File: config.mk
export PLATFORM = sky130hd
export DESIGN_NAME = ram_stream_reader
export DESIGN_NICKNAME = d
export VERILOG_FILES = /design/src/rtl/dilithium_mem_pkg.sv /design/src/rtl/stream_fifo.sv /design/src/rtl/ram_stream_reader.sv
export SDC_FILE = /design/constraint.sdc
export NUM_CORES = 1
export LEC_CHECK = 0
export BUFFER_PORTS_ARGS = -buffer_cell sky130_fd_sc_hd__buf_2
export CELL_PAD_IN_SITES_DETAIL_PLACEMENT = 0
export CELL_PAD_IN_SITES_GLOBAL_PLACEMENT = 2
export CORE_UTILIZATION = 34
export DETAILED_ROUTE_END_ITERATION = 8
export PLACE_DENSITY = 0.67
export RECOVER_POWER = 50
export SLEW_MARGIN = 15
export SYNTH_ARGS = -nofsm -noshare
export SYNTH_HDL_FRONTEND = slang
export SYNTH_SLANG_ARGS = --single-unit
File: constraint.sdc
create_clock -name clk -period 5.85 [get_ports clk]
set_clock_uncertainty 0.15 [all_clocks]
set_input_delay 0.2925 -clock clk [delete_from_list [all_inputs] [get_ports clk]]
set_output_delay 0.2925 -clock clk [all_outputs]
set_load 0.005 [all_outputs]
File: src/rtl/dilithium_mem_pkg.sv
// Shared types and constants for the polynomial-memory access blocks.
package dilithium_mem_pkg;

  localparam int DEF_ADDR_WIDTH = 7;
  localparam int DEF_DATA_WIDTH = 64;
  localparam int POLY_WORDS     = 2 ** DEF_ADDR_WIDTH;

  typedef enum logic [1:0] {
    IDLE   = 2'd0,
    ISSUE  = 2'd1,
    DRAIN  = 2'd2,
    FINISH = 2'd3
  } rd_state_t;

  // Bits needed to hold an occupancy value in the range 0..depth.
  function automatic int cnt_width(input int depth);
    return $clog2(depth + 1);
  endfunction

endpackage

File: src/rtl/stream_fifo.sv
// Small synchronous FIFO. Reset empties it; stored words are not cleared.
module stream_fifo
  import dilithium_mem_pkg::*;
#(
  parameter  int DEPTH = 4,
  parameter  int WIDTH = 64,
  localparam int CW    = cnt_width(DEPTH),
  localparam int PW    = $clog2(DEPTH)
) (
  input  logic             clk,
  input  logic             rst,
  input  logic             push_i,
  input  logic [WIDTH-1:0] wdata_i,
  input  logic             pop_i,
  output logic [WIDTH-1:0] rdata_o,
  output logic [CW-1:0]    count_o,
  output logic             full_o,
  output logic             empty_o
);

  logic [WIDTH-1:0] mem_q [DEPTH];
  logic [PW-1:0]    wr_ptr_q;
  logic [PW-1:0]    rd_ptr_q;
  logic [CW-1:0]    count_q;
  logic             do_push_s;
  logic             do_pop_s;

  function automatic logic [PW-1:0] ptr_inc(input logic [PW-1:0] p);
    if (p == PW'(DEPTH - 1)) begin
      return '0;
    end else begin
      return p + PW'(1);
    end
  endfunction

  assign do_pop_s  = pop_i && (count_q != '0);
  assign do_push_s = push_i && (count_q != CW'(DEPTH));

  // Storage write; contents need no reset because occupancy gates every read.
  always_ff @(posedge clk) begin
    if (do_push_s) begin
      mem_q[wr_ptr_q] <= wdata_i;
    end
  end

  // Pointer and occupancy tracking.
  always_ff @(posedge clk) begin
    if (rst) begin
      wr_ptr_q <= '0;
      rd_ptr_q <= '0;
      count_q  <= '0;
    end else begin
      if (do_push_s) begin
        wr_ptr_q <= ptr_inc(wr_ptr_q);
      end
      if (do_pop_s) begin
        rd_ptr_q <= ptr_inc(rd_ptr_q);
      end
      case ({do_push_s, do_pop_s})
        2'b10:   count_q <= count_q + CW'(1);
        2'b01:   count_q <= count_q - CW'(1);
        default: count_q <= count_q;
      endcase
    end
  end

  assign rdata_o = mem_q[rd_ptr_q];
  assign count_o = count_q;
  assign full_o  = (count_q == CW'(DEPTH));
  assign empty_o = (count_q == '0);

endmodule

File: src/rtl/ram_stream_reader.sv
// Reads len consecutive RAM words (wrapping) and streams them out with valid/ready.
// The one-cycle RAM latency is hidden by a credit-limited output FIFO.
module ram_stream_reader
  import dilithium_mem_pkg::*;
#(
  parameter int ADDR_WIDTH = DEF_ADDR_WIDTH,
  parameter int DATA_WIDTH = DEF_DATA_WIDTH,
  parameter int FIFO_DEPTH = 4
) (
  input  logic                  clk,
  input  logic                  rst,
  input  logic                  start,
  input  logic [ADDR_WIDTH-1:0] base_addr,
  input  logic [ADDR_WIDTH:0]   len,
  output logic                  busy,
  output logic                  done,
  output logic [ADDR_WIDTH-1:0] ram_addr,
  output logic                  ram_we,
  output logic [DATA_WIDTH-1:0] ram_din,
  input  logic [DATA_WIDTH-1:0] ram_dout,
  output logic                  m_valid,
  output logic [DATA_WIDTH-1:0] m_data,
  output logic                  m_last,
  input  logic                  m_ready
);

  localparam int AW = ADDR_WIDTH;
  localparam int CW = cnt_width(FIFO_DEPTH);
  localparam int OW = CW + 1;

  rd_state_t       state_q, state_d;
  logic [AW-1:0]   ram_addr_q, ram_addr_d;
  logic            addr_new_q, addr_new_d;   // ram_addr holds an address not yet read
  logic            tag_q;                    // ram_dout carries a requested word
  logic [AW:0]     issued_q, issued_d;
  logic [AW:0]     len_q, len_d;
  logic [AW:0]     pop_cnt_q, pop_cnt_d;
  logic            busy_q, busy_d;

  logic [DATA_WIDTH-1:0] fifo_rdata_s;
  logic [CW-1:0]         fifo_count_s;
  logic                  fifo_full_s;
  logic                  fifo_empty_s;
  logic                  pop_s;
  logic [OW-1:0]         occ_s;
  logic                  credit_ok_s;

  stream_fifo #(
    .DEPTH (FIFO_DEPTH),
    .WIDTH (DATA_WIDTH)
  ) u_fifo (
    .clk     (clk),
    .rst     (rst),
    .push_i  (tag_q),
    .wdata_i (ram_dout),
    .pop_i   (pop_s),
    .rdata_o (fifo_rdata_s),
    .count_o (fifo_count_s),
    .full_o  (fifo_full_s),
    .empty_o (fifo_empty_s)
  );

  assign pop_s = m_valid && m_ready;

  // Space left after counting words buffered plus reads still in the RAM pipe.
  assign occ_s = OW'(fifo_count_s) + OW'(tag_q) + OW'(addr_new_q) - OW'(pop_s);
  assign credit_ok_s = (occ_s < OW'(FIFO_DEPTH));

  // Next-state, address and counter logic.
  always_comb begin
    state_d    = state_q;
    ram_addr_d = ram_addr_q;
    addr_new_d = 1'b0;
    issued_d   = issued_q;
    len_d      = len_q;
    busy_d     = busy_q;
    if (pop_s) begin
      pop_cnt_d = pop_cnt_q + (AW+1)'(1);
    end else begin
      pop_cnt_d = pop_cnt_q;
    end
    case (state_q)
      IDLE: begin
        if (start) begin
          len_d     = len;
          busy_d    = 1'b1;
          pop_cnt_d = '0;
          if (len != '0) begin
            state_d    = ISSUE;
            ram_addr_d = base_addr;
            addr_new_d = 1'b1;
            issued_d   = (AW+1)'(1);
          end else begin
            state_d = FINISH;
          end
        end else begin
          state_d = IDLE;
        end
      end
      ISSUE: begin
        if (issued_q == len_q) begin
          state_d = DRAIN;
        end else if (credit_ok_s) begin
          ram_addr_d = ram_addr_q + AW'(1);
          addr_new_d = 1'b1;
          issued_d   = issued_q + (AW+1)'(1);
        end else begin
          state_d = ISSUE;
        end
      end
      DRAIN: begin
        // Leave as the final word is handed over so done follows it directly.
        if (!addr_new_q && !tag_q &&
            (fifo_empty_s || ((fifo_count_s == CW'(1)) && pop_s))) begin
          state_d = FINISH;
          busy_d  = 1'b0;
        end else begin
          state_d = DRAIN;
        end
      end
      FINISH: begin
        state_d = IDLE;
        busy_d  = 1'b0;
      end
      default: begin
        state_d = IDLE;
        busy_d  = 1'b0;
      end
    endcase
  end

  // State and datapath registers; reset also drops any read in flight.
  always_ff @(posedge clk) begin
    if (rst) begin
      state_q    <= IDLE;
      ram_addr_q <= '0;
      addr_new_q <= 1'b0;
      tag_q      <= 1'b0;
      issued_q   <= '0;
      len_q      <= '0;
      pop_cnt_q  <= '0;
      busy_q     <= 1'b0;
    end else begin
      state_q    <= state_d;
      ram_addr_q <= ram_addr_d;
      addr_new_q <= addr_new_d;
      tag_q      <= addr_new_q;
      issued_q   <= issued_d;
      len_q      <= len_d;
      pop_cnt_q  <= pop_cnt_d;
      busy_q     <= busy_d;
    end
  end

  assign busy     = busy_q;
  assign done     = (state_q == FINISH);
  assign ram_addr = ram_addr_q;
  assign ram_we   = 1'b0;
  assign ram_din  = '0;
  assign m_valid  = !fifo_empty_s;
  assign m_data   = fifo_empty_s ? '0 : fifo_rdata_s;
  assign m_last   = m_valid && (pop_cnt_q == (len_q - (AW+1)'(1)));

endmodule

**Word-level counts from Yosys, hierarchy flattened**

Memories as Yosys holds them, arrays and structs flattened. A register that Yosys moved wholly into a read port is not among the register bits.
Index checks and enable logic that the tools add are counted.
Widths: inputs -> output; s select.

- Flip-flop bits (word level): 43
- Memory bits (writable): 256
- Input bits: 83
- Output and inout port bits: 140
- Logic and storage cells: 97
- Memories: 1

- $add $sub $neg: 11
- Order comparisons: 1
- Eq/ne operators: 17
- Muxes and demuxes: 35
- Reduce and logical (&&, ||, !) cells: 21

Memory list:

| name | depth | width | read ports | clocked after memory_dff | write ports | RTL line | RTL |
|---|---|---|---|---|---|---|---|
| u_fifo.mem_q | 4 | 64 | 1 | 1 | 1 | stream_fifo.sv:21 | `logic [WIDTH-1:0] mem_q [DEPTH];` |

Operators by type and width:

| kind | count |
|---|---|
| $mux 64 | 1 |
| $mux 8 | 7 |
| $mux 7 | 4 |
| $add 8x1->8 const B | 2 |
| $eq 8x8->1 | 2 |
| $mux 2 | 8 |
| $pmux 8 s2 | 1 |
| $pmux 7 s2 | 1 |
| $eq 2x2->1 const B | 5 |
| $ne 2x2->1 const B | 5 |
| $mux 1 | 9 |
| $pmux 2 s4 | 1 |
| $reduce_bool 8->1 | 1 |
| $sub 8x1->8 const B | 1 |
| $add 7x1->7 const B | 1 |
| $logic_and 1x1->1 | 7 |
| $ne 3x3->1 const B | 2 |
| $pmux 3 s2 | 1 |
| $reduce_bool 3->1 | 2 |
| $reduce_and 5->1 | 1 |
| $add 2x1->2 const B | 2 |
| $add 3x1->4 | 1 |
| $add 4x1->4 | 1 |
| $eq 2x1->1 const B | 2 |
| other kinds (14) | 17 |

**Longest topological paths before layout**

Gate-level depths: netlist of the first run.

- Word-level depth: 8
- Gate-level depth with buffers: 16
- Mapped depth without buffers: 14

**Modules after synthesis**

From an unflattened synthesis of the first run, not the netlist that was laid out.

- Cells, all modules: 779
- Area total of the unflattened synthesis: 12847.3 um^2

Modules (own cells, without submodules):

| module | instances | cells an instance | area each (um^2) | seq. area each (um^2) |
|---|---|---|---|---|
| stream_fifo | 1 | 388 | 9705.6 | 7867.5 |
| ram_stream_reader | 1 | 391 | 3141.8 | 720.7 |

**Worst setup path after synthesis of the first run**

No wires, ideal clock.

- Kind: reg2reg
- From: reg u_fifo.count_q[0], in the netlist u_fifo.count_o[0]
- To: mem u_fifo.mem_q[0][0], enable pin
- Library setup time: 429 ps
- Arrival: 2347 ps
- Data required time: 5271 ps
- Path slack: 2924 ps
- Stages on the path, launching flop included: 5
- Path buffers: 0
- Period minus slack after synthesis: 2926 ps
- Cell sequence: dfxtp_1 > inv_1 > ha_1 > nand2_1 > and3_1

- Word-level cells in the longest chain between the ends: 4

Ends and longest elaborated chain:

| element | RTL line | RTL |
|---|---|---|
| from (decl) | stream_fifo.sv:24 | `logic [CW-1:0] count_q;` |
| from (signal assigned) | stream_fifo.sv:60 | `2'b10: count_q <= count_q + CW'(1);` |
| from (signal assigned) | stream_fifo.sv:61 | `2'b01: count_q <= count_q - CW'(1);` |
| from (signal assigned) | stream_fifo.sv:62 | `default: count_q <= count_q;` |
| $ne 3x3->1 | stream_fifo.sv:37 | `assign do_push_s = push_i && (count_q != CW'(DEPTH));` |
| $logic_and 1x1->1 | stream_fifo.sv:37 |  |
| $mux 1 | stream_fifo.sv:41 | `if (do_push_s) begin` |
| $mux 1 (not written as such) | stream_fifo.sv:42 | `mem_q[wr_ptr_q] <= wdata_i;` |
| to (decl) | stream_fifo.sv:21 |  |

No other way between the ends.

**Worst setup path after layout of the first run**

- From: reg u_fifo.count_q[0], in the netlist u_fifo.count_o[0]
- To: mem u_fifo.mem_q[3][42], enable pin

The elaborated chain is that of the path after synthesis.

==> results of run 1 <==
[power by group]
group          leakage, nW  internal [mW]  switching [mW]
Sequential            2.68           2.42           0.126
Combinational         2.18          0.663           0.722
Clock                0.519           1.22           0.820
[worst max-delay path, stage by stage (launching register included)]
cell                      delay (ns)
sky130_fd_sc_hd__dfxtp_1        0.42
sky130_fd_sc_hd__inv_1          0.09
sky130_fd_sc_hd__ha_1           0.25
sky130_fd_sc_hd__nand2_1        0.16
sky130_fd_sc_hd__and3_1         1.58
sky130_fd_sc_hd__buf_4          0.64
[cells in the mapped netlist (all sizes together), types with 13 or more instances]
| cell | number | area [um^2] |
|---|---|---|
| edfxtp | 256 | 7690 |
| mux4 | 64 | 1440 |
| nand3 | 14 | 70.1 |
| dfxtp | 45 | 901 |
| ha | 17 | 213 |
| and2 | 67 | 419 |
| nand2 | 48 | 180 |
| xnor2 | 13 | 114 |
| clkbuf | 28 | 108 |
| buf | 78 | 567 |
| a21oi | 38 | 194 |
| nor2 | 26 | 100 |
| o21ai | 16 | 80.1 |
[state kept, by name, summed over array words and instances, names as in the netlist, 2 cells and up, named ones only]
signal and cells:
u_fifo.mem_q 256, issued_q 8, u_fifo.wr_ptr_q 2, ram_addr 7, state_q 2, len_q 8
u_fifo.rd_ptr_q 2, u_fifo.count_o 3, pop_cnt_q 8
[per-layer routing]
layer  wire length, um  track usage [%]
met1             12100             18.9
met2             13200             24.2
met3              1220             2.68
met4               400             3.62
met5                 0                0
[cell type report]
type / count / area, um^2 / share of cell area [%]
Sequential cell: 301 / 8600 / 55.6
Multi-Input combinational cell: 450 / 3660 / 23.7
Timing Repair Buffer: 239 / 1500 / 9.73
Clock buffer: 47 / 941 / 6.09
Tap cell: 468 / 586 / 3.79
Clock inverter: 13 / 134 / 0.866
Inverter: 10 / 37.5 / 0.243
Antenna cell: 1 / 2.50 / 0.0162
[stage by stage]
step                      area [um^2]  std cells  power, mW
after floorplan                 13000        867       3.46
after global placement          13700       1393       3.99
after detailed placement        13700       1393       3.99
after CTS                       15600       1528       6.09
after global routing            15500       1528       6.30
final                           15500       1529       5.97
[cell families (layout without fill, tap and decap cells)]
kind of cell,after synthesis,count (layout)
AO/OA/AOI/OAI,72,72
XOR/XNOR,24,24
adder cells (fa/ha/maj),17,17
buffers and inverters,116,309
flip-flops,301,301
multiplexers,70,70
other,1,66
AND/OR/NAND/NOR,202,202
[worst min path at each step]
stage                        from                  to  cells past startpoint
2_1_floorplan         ram_dout[0]  u_fifo.mem_q[0][0]                      0
6_report             base_addr[6]         ram_addr[6]                      5
3_5_place_dp   u_fifo.rd_ptr_q[1]           flip-flop                      2
3_3_place_gp                 busy                busy                      2
5_1_grt              base_addr[6]         ram_addr[6]                      5
4_1_cts              base_addr[6]         ram_addr[6]                      5
[what timing repair did]
item / CTS / global route
resized for setup: 0 / 0
endpoints found under the hold margin: 267 / 0
hold buffers: 75 / 0
==> impl.org, run 1 <==
** Run status
- Result of the run :: finished with violations
- Violations in the final reports :: max-capacitance violations, max-slew violations

** Logic synthesis
- After synthesis the cells add up to 12700 um^2.
- For this run, asynchronously set or reset flops after synthesis account for 0%.
- Flip-flop and latch count after synthesis :: 301
- Complex-gate fraction of the synthesized area :: 3.22%
- Cell count after synthesis :: 803
- Summing the sequential cell areas from Yosys gives 67.6% of the chip area.
- Multiplexer cells account for 11.8% of the synthesized area.
- By area, the combinational part of the netlist is dominated by multiplexers.
- Number of distinct standard cells referenced by the synthesized netlist :: 48
- Adder-cell area share of the yosys netlist :: 1.67%
- The most used flip-flop cell after synthesis is sky130_fd_sc_hd__edfxtp_1.
- For this run, the number of Yosys warnings is 0.
- Of the total synthesized cell area, the portion taken by AND, OR, NAND and NOR gates is 8.46%.
- After Yosys synthesis, XOR and XNOR cells account for 1.65% of the synthesized area.
- EDFF count, synth :: 256
- Dividing the synthesized area by the synthesized cell count gives 15.8 um^2.

** STA
- F_max :: 274 MHz
- Final worst path period share :: 62.4%
- Final count of hold timing violations :: 0
- Setup repair after global routing left no endpoint under its margin.
- Minimum clock period after layout :: 3.65 ns
- Pins Over Slew Limit :: 183
- Setup total negative slack on the finished layout was measured at 0 ns.
- Setup violations remaining at the end of the flow were counted as 0.
- Actual slew at the worst max-slew pin :: 2.05 ns
- Max-Slew Margin vs Limit :: -36.6%
- Final worst slack :: 2.20 ns
- Final hold analysis gives a worst-case slack of 0.0292 ns.

** Clock network
- At the later pin of the worst-skew pair, clock insertion delay measures 0.49 ns.
- Max Root-Sink Buffers :: 3
- Total CTS buffers :: 34
- CTS built an H-tree with a depth of 2.
- The cell sitting at the root of the clock tree is a sky130_fd_sc_hd__clkbuf_16.
- CTS saw 301 sinks.
- TritonCTS clock tree :: built
- Clock-pin slew was measured on the worst setup and hold paths at 0.05 ns.
- Number of buffers added for setup after CTS :: 0

** Global routing
- The initial antenna violation count is 1.
- The total overflow left after global routing is 0.
- The via count of the first global-routing pass is 7512.
- The first global-routing pass estimated 42300 um of wire.
- Largest net degree at the start of global routing :: 67
- Total GRT Usage :: 14.3%

** Final layout
- Count of nets after finishing :: 1136
- Filler cell count :: 3400
- The top cell types in the final layout, fill and taps aside, are sky130_fd_sc_hd__edfxtp_1, sky130_fd_sc_hd__buf_2, sky130_fd_sc_hd__clkbuf_1.
- Relative to the synthesized area, the layout overhead comes to 21.6%.
- In the final layout, the share of cells above drive strength 1 is 19.9%.
- Once layout is complete, the utilization of the core stands at 42.1%.
- Commonest non-fill, non-tap cell in the layout :: sky130_fd_sc_hd__edfxtp_1

** Critical path
- For flop-to-flop paths, the worst setup slack is 2.20 ns.
- Element type at the critical path start :: flip-flop
- Worst endpoint data arrival time :: 3.64 ns
- Critical R2R Launch :: u_fifo.count_o[0]
- Crit Path Max Fanout :: 37
- Startpoint of the worst setup timing path :: u_fifo.count_o[0]
- The worst register-to-register path has a depth of 5.
- Classification of the worst setup path :: reg2reg
- The worst setup path is captured at a flip-flop.
- Required time reported for the critical path endpoint :: 5.84 ns
- Destination of the critical timing path :: u_fifo.mem_q[3][42]
- In this run the critical register-to-register path is captured at u_fifo.mem_q[3][42].

** Route
- Initial detailed-routing violation count :: 334
- Drt wl/cell :: 17.6 um
- In the routed design, unresolved DRC markers number 0.
- The final layout contains routed wiring with a total length of 27000 um.
- The detailed router placed 7238 vias in this run.
- Total iterations of the first detailed-routing run :: 5
- In this run the remaining antenna-violating nets after routing total 0.
- Average vias per placed instance :: 4.73

** Die
- The floorplan has 70 rows.
- Placeable core region :: 36700 um^2
- Die H :: 195 um
- The die is 195 um wide.
- Starting density of the core :: 34.6%
- The floorplan step defined a die boundary enclosing 38200 um^2.
- I/O pin cnt :: 223

** Pwr
- For this design the static power due to leakage is 5.38 nW.
- IR analysis of the VDD net gives a maximum drop of 244 uV.
- Power per cell area :: 386 nW/um^2

** Placed design
- Final estimated routing congestion in global placement :: 0.695
- Detailed placement ended at an HPWL of 15900 um.
- Post-place setup slack :: 2.44 ns
- Buffers placed on the I/O ports in this run total 157.

** Min path
- Hold Path Class :: in2reg

** Job
- Max-cap violations in this run came to 5.
No activity file was read; power rests on OpenSTA's default activity.
==> run 2: changes to the inputs <==
--- a/config.mk
+++ b/config.mk
@@ -5,12 +5,13 @@
 export SDC_FILE = /design/constraint.sdc
 export NUM_CORES = 1
 export LEC_CHECK = 0
+export ABC_AREA = 1
 export BUFFER_PORTS_ARGS = -buffer_cell sky130_fd_sc_hd__buf_2
 export CELL_PAD_IN_SITES_DETAIL_PLACEMENT = 0
 export CELL_PAD_IN_SITES_GLOBAL_PLACEMENT = 2
-export CORE_UTILIZATION = 34
+export CORE_UTILIZATION = 32
 export DETAILED_ROUTE_END_ITERATION = 8
-export PLACE_DENSITY = 0.67
+export PLACE_DENSITY = 0.72
 export RECOVER_POWER = 50
 export SLEW_MARGIN = 15
 export SYNTH_ARGS = -nofsm -noshare
==> constraint.sdc (replaced) <==
create_clock -name clk -period 3.1 [get_ports clk]
set_clock_uncertainty 0.15 [all_clocks]
set_input_delay 0.155 -clock clk [delete_from_list [all_inputs] [get_ports clk]]
set_output_delay 0.155 -clock clk [all_outputs]
set_load 0.005 [all_outputs]
==> impl.org, run 2 <==
** Logic synthesis
- The post-synthesis cell count came to 1254 (+56%).
- In the synthesized netlist, the cells that appear most often are sky130_fd_sc_hd__nor2_1, sky130_fd_sc_hd__edfxtp_1, sky130_fd_sc_hd__o21ai_0, sky130_fd_sc_hd__nand2_1, sky130_fd_sc_hd__a21oi_1.
- The number of enable-type register cells in the synthesized netlist was 256 (unchanged).
- The mean area per synthesized cell is 10.5 um^2 (-34%).
- Most frequently used cell type in the post-synthesis netlist :: sky130_fd_sc_hd__nor2_1
- Dominant cell type by area after synthesis :: sky130_fd_sc_hd__edfxtp_1
- The total of flip-flops plus latches after synthesis came to 301 (unchanged).
- The count of unique library cells instantiated by Yosys was 39 (-19%).
- The proportion of synthesized chip area in sequential cells is 65.1% (-2.5 points).
- Share of Yosys cell area claimed by the top area cell type :: 58.3% (-2.2 points)
- Largest cells by area after synthesis :: sky130_fd_sc_hd__edfxtp_1, sky130_fd_sc_hd__nor2_1, sky130_fd_sc_hd__dfxtp_1
- Most used DFF post-synth :: sky130_fd_sc_hd__edfxtp_1
- The area of the mapped netlist came to 13200 um^2 (+3.8%).
- Async set-reset flop share out of synthesis :: 0% (unchanged)
- Synth warnings :: 0 (unchanged)

** Run status
- Result of the run :: finished clean

** Final layout
- Top library cells by usage in the layout, fill and taps aside :: sky130_fd_sc_hd__nor2_1, sky130_fd_sc_hd__edfxtp_1, sky130_fd_sc_hd__o21ai_0
- The share of the core filled with cells in the final layout is 40.1% (-2.0 points).
- The fraction of layout instances using a drive strength above 1 was 12.4% (-7.5 points).
- Number of flip-flops under the largest register name :: 256 (unchanged)
- Commonest non-fill, non-tap cell in the layout :: sky130_fd_sc_hd__nor2_1
- N_diodes :: 0 (-1)
- The design area was 16300 um^2 (+5.6%).
- Count of nets after finishing :: 1594 (+40%)
- Reg with most FFs :: u_fifo.mem_q
- The area growth from synthesis to layout is 23.7%.

** STA
- Setup repair after global routing missed its margin :: false
- Tightest hold margin :: 0.289 ns (+0.260 ns)
- The worst-case headroom to the max-slew limit was 33.9% (+71 points).
- The transition at the pin with the smallest max-transition slack came to 0.992 ns (-1.06 ns).
- Sum of negative setup slack :: 0 ns (unchanged)
- The setup-violating endpoint count in the final report was 0 (unchanged).
- The period utilization came to 89.3% (+27 points).
- Pins Over Slew Limit :: 0 (-100%)
- The minimum clock period was 2.77 ns (-0.881 ns).
- The smallest setup slack after layout came to 0.331 ns (-1.87 ns).
- The fmax is 361 MHz (+32%).
- The count of final hold-check violations was 0 (unchanged).

** Global routing
- Global route total overflow :: 0 (unchanged)
- Global-route wire length before repair :: 49200 um (+16%)
- Total GRT Usage :: 15.1% (+0.84 points)
- Via count of the first global-routing pass :: 8867 (+18%)
- The pin count of the biggest net entering global routing was 65 (-3.0%).
- The initial antenna violation count was 0 (-1).

** Die
- The initial standard-cell utilization of the core was 32.4% (-2.3 points).
- Row Count :: 74 (+5.7%)
- The height of the chip came to 205 um (+5.0%).
- The total core area was 40700 um^2 (+11%).
- I/O pin cnt :: 223 (unchanged)
- Die area :: 42000 um^2 (+10%)
- The floorplan die width is 205 um (+5.0%).

** Route
- Number of remaining DRC errors :: 0 (unchanged)
- The routed via count was 9164 (+27%).
- The wire length reported by the detailed router came to 31700 um (+18%).
- Average vias per placed instance :: 4.47 (-5.5%)
- The remaining antenna violation count was 0 (unchanged).
- Total iterations of the first detailed-routing run :: 7 (+2)
- The average wire per cell in the routed design was 15.5 um (-12%).
- The number of violations reported at the end of detailed-routing iteration 0 was 460 (+38%).

** Clock network
- The root buffer cell chosen for the clock tree is sky130_fd_sc_hd__clkbuf_16.
- Clock Latency Late Sink :: 0.51 ns (+0.02 ns)
- Htree depth :: 2 (unchanged)
- Clock-pin slew on the worst setup and hold paths :: 0.06 ns (about the same)
- The number of clock sinks came to 301 (unchanged).
- TritonCTS clock tree :: built
- The buffer levels on the longest clock path is 3 (unchanged).
- Total CTS buffers :: 34 (unchanged)

** Critical path
- CP Capture Type :: flip-flop
- Crit Path Max Fanout :: 53 (+43%)
- Worst endpoint data arrival time :: 2.75 ns (-0.89 ns)
- The worst path required time is 3.08 ns (-2.76 ns).
- Element type at the critical path start :: flip-flop
- The worst setup path is of the reg2reg kind.

** Placed design
- The number of input and output port buffers inserted came to 157 (unchanged).
- The final estimated routing congestion in global placement is 0.725 (+4.4%).
- The HPWL after detailed placement came to 19400 um (+22%).
- The setup slack at placement was 0.427 ns (-2.01 ns).
- The instance area after placement is 14500 um^2 (+5.9%).

** Pwr
- The worst ir drop on vdd came to 502 uV (+110%).
- Static Leak :: 6.13 nW (+14%)
- The net switching component of the power came to 4.42 mW (+160%).
- The net switching fraction of the power came to 34.3% (+6.4 points).
- The portion of total power attributed to combinational logic came to 31.7% (+8.5 points).
- The portion of total power attributed to sequential cells was 37.8% (-4.9 points).
- Clock network power share :: 30.4% (-3.7 points)
- The internal power is 8.44 mW (+96%).
- The power density over cell area was 788 nW/um^2 (+100%).

** Min path
- The tightest min-delay check is of the in2reg type.

** Job
- The number of max-cap violations came to 0 (-5).
## run 2: changes by cell type after synthesis, moves of 11 or more
cell	delta
sky130_fd_sc_hd__buf_2	+11
sky130_fd_sc_hd__o21ai_0	+141
sky130_fd_sc_hd__nand2_1	+48
sky130_fd_sc_hd__buf_1	+13
sky130_fd_sc_hd__a21oi_1	+51
sky130_fd_sc_hd__and2_1	-67
sky130_fd_sc_hd__mux4_2	-64
sky130_fd_sc_hd__nor2_1	+307
sky130_fd_sc_hd__inv_1	+39
## run 2: kinds of logic after synthesis
group	after synthesis	synth area share, %
other cells	1	0.0284
simple gates	490	15.3
mux	2	0.152
buf+inv	182	7.38
fa+ha+maj	17	1.61
flops	301	65.1
compound gates	246	9.47
xor+xnor	15	0.996
## run 2: per-stage QoR
stage | power [mW] | instances
3_5_place_dp | 9.06 | 1907
3_3_place_gp | 9.06 | 1907
4_1_cts | 13.1 | 2049
5_1_grt | 13.8 | 2049
2_1_floorplan | 7.41 | 1318
6_report | 12.9 | 2049
## run 2: critical path: stages (launching register included)
cell and delay (ns):
sky130_fd_sc_hd__dfxtp_1 0.39, sky130_fd_sc_hd__inv_1 0.10, sky130_fd_sc_hd__ha_1 0.25, sky130_fd_sc_hd__a21oi_1 0.17, sky130_fd_sc_hd__clkinv_1 0.30, sky130_fd_sc_hd__nor2_1 0.21
sky130_fd_sc_hd__clkbuf_4 0.77
## run 2: area by class of cell
class	count	area (um^2)
clock buffers	45	922
clock inverters	14	163
fillers	4022	24400
inverters	60	234
multi-input cells	835	3870
flip-flops and latches	301	8590
well taps	532	666
repair buffers	262	1880
## run 2: final timing paths
kind	to	cells after the start	start	slack, ns
max reg2reg	u_fifo.mem_q[1][51]	6	u_fifo.count_o[0]	0.33
min reg2reg	tag_q	2	addr_new_q	0.30
max	u_fifo.mem_q[1][51]	6	u_fifo.count_o[0]	0.33
min	u_fifo.mem_q[1][52]	2	ram_dout[52]	0.29
## run 2: per-layer routing
| metal | share of wire (%) | wire length (um) | global-route usage [%] | vias to the layer above |
|---|---|---|---|---|
| li1 | - | - | - | 4638 |
| met1 | 46 | 14600 | 20.1 | 4313 |
| met2 | 48 | 15400 | 25.5 | 178 |
| met3 | 3.8 | 1220 | 2.48 | 35 |
| met4 | 1.7 | 534 | 4.02 | 0 |
| met5 | 0 | 0 | 0 | - |
## run 2: repair_timing
| action | 4_1_cts | 5_1_grt |
|---|---|---|
| endpoints found under the setup margin | 0 | 3 |
| endpoints found under the hold margin | 287 | 0 |
| resized for setup | 0 | 3 |
| buffers inserted | 0 | 0 |
| hold buffers | 83 | 0 |
## run 2: power groups by stage
| stage | sequential (mW) | combinational (mW) | clock, mW |
|---|---|---|---|
| after floorplan | 4.85 | 2.56 | 0 |
| after global placement | 4.95 | 4.11 | 0 |
| after detailed placement | 4.95 | 4.11 | 0 |
| after CTS | 4.87 | 4.22 | 4.03 |
| after global routing | 4.90 | 4.67 | 4.18 |
| final | 4.86 | 4.08 | 3.91 |
